### src/rtl/pxs_stream_gen.sv
// rtl/pxs_stream_gen.sv - VGA-timed 26-bit pixel stream source feeding the Pxs overlay chain
// Optional `PXS_TESTPATTERN_EN replaces the active-area colour with 8 vertical colour bars.
module pxs_stream_gen #(
  parameter int         hact     = 640,
  parameter int         hfp      = 16,
  parameter int         hsw      = 96,
  parameter int         hbp      = 48,
  parameter int         vact     = 480,
  parameter int         vfp      = 10,
  parameter int         vsw      = 2,
  parameter int         vbp      = 33,
  parameter logic       hs_pol   = 1'b0,
  parameter logic       vs_pol   = 1'b0,
  parameter logic [2:0] color_bg = 3'b000
) (
  input  logic        px_clk,
  input  logic        reset,
  input  logic        en,
  output logic [25:0] RGBStr_o,
  output logic        frame_o,
  output logic        line_o
);

  localparam int htot = hact + hfp + hsw + hbp;
  localparam int vtot = vact + vfp + vsw + vbp;

  localparam logic [10:0] H_ACT = 11'(hact);
  localparam logic [10:0] H_SS  = 11'(hact + hfp);
  localparam logic [10:0] H_SE  = 11'(hact + hfp + hsw);
  localparam logic [10:0] V_ACT = 11'(vact);
  localparam logic [10:0] V_SS  = 11'(vact + vfp);
  localparam logic [10:0] V_SE  = 11'(vact + vfp + vsw);
  localparam logic [9:0]  H_LAST = 10'(htot - 1);
  localparam logic [9:0]  V_LAST = 10'(vtot - 1);

  logic [9:0]  hc;
  logic [9:0]  vc;
  logic [10:0] hc11;
  logic [10:0] vc11;
  logic        act;
  logic        hs;
  logic        vs;
  logic [2:0]  rgb_src;
  logic [2:0]  rgb;
  logic [25:0] word;

  assign hc11 = {1'b0, hc};
  assign vc11 = {1'b0, vc};

`ifdef PXS_TESTPATTERN_EN
  localparam logic [9:0] BAR_LAST = 10'(hact / 8 - 1);

  logic [2:0] bar_idx;
  logic [9:0] bar_cnt;

  // Bar index follows hc incrementally; the last bar simply keeps counting.
  always_ff @(posedge px_clk) begin
    if (reset) begin
      bar_idx <= 3'd0;
      bar_cnt <= 10'd0;
    end else if (en) begin
      if (hc == H_LAST) begin
        bar_idx <= 3'd0;
        bar_cnt <= 10'd0;
      end else if (bar_idx != 3'd7 && bar_cnt == BAR_LAST) begin
        bar_idx <= bar_idx + 3'd1;
        bar_cnt <= 10'd0;
      end else begin
        bar_cnt <= bar_cnt + 10'd1;
      end
    end
  end

  assign rgb_src = bar_idx;
`else
  assign rgb_src = color_bg;
`endif

  always_comb begin
    act  = (hc11 < H_ACT) && (vc11 < V_ACT);
    hs   = (hc11 >= H_SS && hc11 < H_SE) ? hs_pol : ~hs_pol;
    vs   = (vc11 >= V_SS && vc11 < V_SE) ? vs_pol : ~vs_pol;
    rgb  = act ? rgb_src : 3'b000;
    word = {rgb, hc, vc, hs, vs, act};
  end

  always_ff @(posedge px_clk) begin
    if (reset) begin
      hc       <= 10'd0;
      vc       <= 10'd0;
      RGBStr_o <= {23'd0, ~hs_pol, ~vs_pol, 1'b0};
      frame_o  <= 1'b0;
      line_o   <= 1'b0;
    end else if (en) begin
      RGBStr_o <= word;
      frame_o  <= (hc == 10'd0) && (vc == 10'd0);
      line_o   <= (hc == 10'd0);
      if (hc == H_LAST) begin
        hc <= 10'd0;
        vc <= (vc == V_LAST) ? 10'd0 : vc + 10'd1;
      end else begin
        hc <= hc + 10'd1;
      end
    end
  end

endmodule
### config.mk
export PLATFORM = sky130hd
export DESIGN_NAME = pxs_stream_gen
export DESIGN_NICKNAME = d
export VERILOG_FILES = /design/src/rtl/pxs_stream_gen.sv
export SDC_FILE = /design/constraint.sdc
export NUM_CORES = 1
export LEC_CHECK = 0
export BUFFER_PORTS_ARGS = -buffer_cell sky130_fd_sc_hd__buf_2
export CAP_MARGIN = 20
export CORE_UTILIZATION = 56
export CTS_CLUSTER_SIZE = 20
export DETAILED_ROUTE_END_ITERATION = 10
export PLACE_DENSITY = 0.79
export SYNTH_ARGS = -nofsm -noshare
export SYNTH_HDL_FRONTEND = slang
export SYNTH_SLANG_ARGS = --single-unit
### constraint.sdc
create_clock -name px_clk -period 2.16 [get_ports px_clk]
set_input_delay 0 -clock px_clk [delete_from_list [all_inputs] [get_ports px_clk]]
set_output_delay 0 -clock px_clk [all_outputs]
set_load 0.01 [all_outputs]
==> flow_results.xml <==
<?xml version="1.0" encoding="UTF-8"?>
<metrics>
  <group name="setup_path">
    <metric name="cp-startpoint" unit="">hc[1]</metric>
    <metric name="rr_startpoint" unit="">hc[1]</metric>
    <metric name="timing.setup.critical_path_class" unit="">reg2reg</metric>
    <metric name="critPathCaptureType" unit="">flop</metric>
    <metric name="worst-r2r-cell-count" unit="">5</metric>
    <metric name="cp_data_arrival_time" unit="ns">2.18</metric>
    <metric name="timing.critical_path.fanout_max" unit="">8</metric>
    <metric name="cp-start-kind" unit="">flop</metric>
    <metric name="cp.required" unit="ns">2.41</metric>
  </group>
  <group name="power">
    <metric name="p_clk_share" unit="%">30.1</metric>
    <metric name="pwr_density_cell" unit="nW/um2">589.7</metric>
    <metric name="worst_ir_drop_on_vdd" unit="mV">0.4179</metric>
    <metric name="switchingPower" unit="W">0.0003007</metric>
    <metric name="leakage" unit="nW">0.9768</metric>
    <metric name="p_seq_share" unit="%">64.1</metric>
    <metric name="power_frac_comb" unit="%">5.8</metric>
    <metric name="power.internal" unit="W">0.001021</metric>
    <metric name="power_switching_share" unit="%">22.76</metric>
  </group>
  <group name="floorplanning">
    <metric name="die_x" unit="um">62.50</metric>
    <metric name="fp.coreArea" unit="um2">3416</metric>
    <metric name="design.die.area" unit="um2">3906</metric>
    <metric name="initial_core_utilization" unit="%">60.00</metric>
    <metric name="ioPinCount" unit="">31</metric>
    <metric name="floorplan.die.height" unit="um">62.50</metric>
    <metric name="num_rows" unit="">21</metric>
  </group>
  <group name="grt">
    <metric name="globalRouteMet2Util" unit="%">36.82</metric>
    <metric name="met1_usage" unit="%">30.31</metric>
    <metric name="grt_busiest_layer" unit="">met2</metric>
    <metric name="grt_usage" unit="%">23.53</metric>
    <metric name="first_global_vias" unit="">1551</metric>
    <metric name="grt_max_degree" unit="">36</metric>
    <metric name="grtUsageMet3" unit="%">6.204</metric>
    <metric name="wire_length_of_the_first_global_routing_pass" unit="um">7224</metric>
    <metric name="antenna_found_initial" unit="">0</metric>
    <metric name="grt_overflow" unit="">0</metric>
  </group>
  <group name="synthesis">
    <metric name="post-synth-top-count-cell" unit="">sky130_fd_sc_hd__dfxtp_1</metric>
    <metric name="syn-instance-count" unit="">220</metric>
    <metric name="most_instantiated_cells_after_synthesis" unit="">sky130_fd_sc_hd__dfxtp_1, sky130_fd_sc_hd__nor2_1, sky130_fd_sc_hd__mux2i_1</metric>
    <metric name="synth.cell_area" unit="um2">2049</metric>
    <metric name="synth.lib_cells_used.distinct" unit="">43</metric>
    <metric name="yosys.area.top_type" unit="">sky130_fd_sc_hd__dfxtp_1</metric>
    <metric name="synth-seq-cells" unit="">45</metric>
    <metric name="synth_sequential_area_ratio" unit="%">43.96</metric>
    <metric name="postSynth.topFlopCell" unit="">sky130_fd_sc_hd__dfxtp_1</metric>
    <metric name="synth_edf_count" unit="">0</metric>
    <metric name="post-synth-top-area-fraction" unit="%">43.96</metric>
    <metric name="syn-mean-instance-area" unit="um2">9.316</metric>
    <metric name="warnings_synthesis" unit="">0</metric>
    <metric name="synth_area_leaders" unit="">sky130_fd_sc_hd__dfxtp_1, sky130_fd_sc_hd__mux2i_1, sky130_fd_sc_hd__nor2_1</metric>
    <metric name="proportion_of_synthesized_flip_flops_having_asynchronous_set_or_reset" unit="%">0</metric>
  </group>
  <group name="min_path">
    <metric name="worst_min_delay_path_startpoint" unit="">reset</metric>
    <metric name="hold_path_class" unit="">in2reg</metric>
    <metric name="worst_hold_path.num_cells" unit="">2</metric>
  </group>
  <group name="cts">
    <metric name="cts_inserted_buffers" unit="">5</metric>
    <metric name="post_cts_buffers" unit="">0</metric>
    <metric name="cts_hold_buffers" unit="">0</metric>
    <metric name="cts_num_sinks" unit="">45</metric>
    <metric name="clock-root-buffer" unit="">sky130_fd_sc_hd__clkbuf_4</metric>
    <metric name="clk_pin_slew_worst_paths" unit="ns">0.12</metric>
    <metric name="clk-insertion-delay-late" unit="ns">0.35</metric>
    <metric name="cts_max_level" unit="">2</metric>
    <metric name="clk_path_buf_depth" unit="">2</metric>
    <metric name="cts_tree" unit="">done</metric>
    <metric name="cts_repair_resize_count" unit="">0</metric>
  </group>
  <group name="finish">
    <metric name="ant_diodes" unit="">0</metric>
    <metric name="area.growth.synth_to_final" unit="%">9.341</metric>
    <metric name="final_net_count" unit="">251</metric>
    <metric name="drive_above_1_share" unit="%">18.85</metric>
    <metric name="post-route-util" unit="%">65.60</metric>
  </group>
  <group name="timing">
    <metric name="max-slew-margin-rel" unit="%">61.02</metric>
    <metric name="min_period" unit="ns">1.938</metric>
    <metric name="setup_viol" unit="">0</metric>
    <metric name="rsz0062_at_grt" unit="">false</metric>
    <metric name="timing.setup.tns" unit="ns">0</metric>
    <metric name="max_freq" unit="GHz">0.5160</metric>
    <metric name="transition_time_at_the_pin_with_the_least_slew_margin" unit="ns">0.5848</metric>
    <metric name="fin_crit_sh" unit="%">89.72</metric>
    <metric name="final-max-slew-violation-count" unit="">0</metric>
    <metric name="finClkSkew" unit="ns">0.006010</metric>
    <metric name="final_hold_viol_count" unit="">0</metric>
  </group>
  <group name="run_status">
    <metric name="run_status" unit="">completed</metric>
  </group>
  <group name="route">
    <metric name="drt_drc_violations_left" unit="">0</metric>
    <metric name="routed_wirelength" unit="um">4023</metric>
    <metric name="number_of_detailed_route_iterations_in_the_first_pass" unit="">4</metric>
    <metric name="routed-via-count" unit="">1581</metric>
    <metric name="post_drt_via_cell_ratio" unit="">5.452</metric>
    <metric name="antenna_violating_nets_left" unit="">0</metric>
    <metric name="dr.first_iter.drc_count" unit="">36</metric>
    <metric name="average_wire_per_cell_in_the_routed_design" unit="um">13.87</metric>
  </group>
  <group name="placement">
    <metric name="place_congestion" unit="">0.8098</metric>
    <metric name="dp_hpwl" unit="um">2830</metric>
    <metric name="buffer_ports.inserted" unit="">27</metric>
  </group>
  <group name="flow_run">
    <metric name="number_of_violations_of_the_max_capacitance_limit" unit="">0</metric>
  </group>
</metrics>
-- power groups by stage --
stage / clock [W] / combinational (W) / sequential, W
6_report: 0.000398 / 0.0000763 / 0.000847
3_5_place_dp: 0 / 0.0000772 / 0.000866
3_3_place_gp: 0 / 0.0000760 / 0.000865
2_1_floorplan: 0 / 0.0000581 / 0.000867
5_1_grt: 0.000441 / 0.0000857 / 0.000849
4_1_cts: 0.000410 / 0.0000773 / 0.000847
-- registers in the layout (all words and copies together) (netlist names) --
register / flops
line_o: 1
RGBStr_o: 23
frame_o: 1
hc: 10
vc: 10
-- cells in the final DEF, fill, tap and decap left out, types with 4 or more instances in the layout --
cell,netlist,routed
sky130_fd_sc_hd__nor4_1,5,5
sky130_fd_sc_hd__clkbuf_4,0,5
sky130_fd_sc_hd__xor2_1,6,6
sky130_fd_sc_hd__nand2b_1,6,6
sky130_fd_sc_hd__nand2_1,7,7
sky130_fd_sc_hd__a21oi_1,8,8
sky130_fd_sc_hd__dfxtp_1,45,45
sky130_fd_sc_hd__ha_1,4,4
sky130_fd_sc_hd__mux2i_1,21,21
sky130_fd_sc_hd__nand3_1,13,13
sky130_fd_sc_hd__nand4_1,6,6
sky130_fd_sc_hd__buf_4,4,4
sky130_fd_sc_hd__inv_1,8,8
sky130_fd_sc_hd__nor2b_1,4,4
sky130_fd_sc_hd__buf_2,3,27
sky130_fd_sc_hd__nor2_1,34,34
sky130_fd_sc_hd__xnor2_1,5,5
-- critical path, stage by stage, from the launching register on --
cell	delay [ns]
sky130_fd_sc_hd__dfxtp_1	0.43
sky130_fd_sc_hd__ha_1	0.26
sky130_fd_sc_hd__nand4_4	0.11
sky130_fd_sc_hd__or3_1	0.50
sky130_fd_sc_hd__nor3_2	0.20
sky130_fd_sc_hd__mux2_1	0.33
-- path summary, 6_finish.rpt --
check             slack, ns            to
setup / recovery       0.22         vc[8]
hold reg to reg        0.47   RGBStr_o[0]
setup reg to reg       0.22         vc[8]
hold / removal         0.12  RGBStr_o[17]
-- through the flow --
step           power [W]  hold WS (ns)  setup slack, ns  cells  cell area (um2)
6_report        0.001321        0.1232           0.2221    290             2241
5_1_grt         0.001375        0.1585           0.1115    290             2241
4_1_cts         0.001334        0.1261           0.2199    290             2241
3_5_place_dp   0.0009430        0.4128           0.2493    283             2186
3_3_place_gp   0.0009405        0.4107           0.3025    283             2186
2_1_floorplan  0.0009253        0.1435           0.2680    222             2057
-- cell families after synthesis --
logic type               count (synthesis)  synth area share [%]
AND/OR/NAND/NOR                         93                 25.34
flip-flops                              45                 43.96
buffers and inverters                   24                 6.044
multiplexers                            22                 10.81
AO/OA/AOI/OAI                           20                 6.533
XOR/XNOR                                11                 4.701
adder cells (fa/ha/maj)                  4                 2.442
other                                    1                0.1830
-- final cells by class --
class,count,area (um2)
clock buffer,7,55.05
fill,295,1175
inverter,8,30.03
multi-input combinational,153,1032
sequential,45,900.9
tap,46,57.56
timing repair buffer,31,165.2
-- routing by layer --
metal	wire, um	vias up
met1	1949	734
li1	-	802
met2	1829	38
met5	0	-
met3	183	7
met4	61	0
No activity file was read; power rests on OpenSTA's default activity.
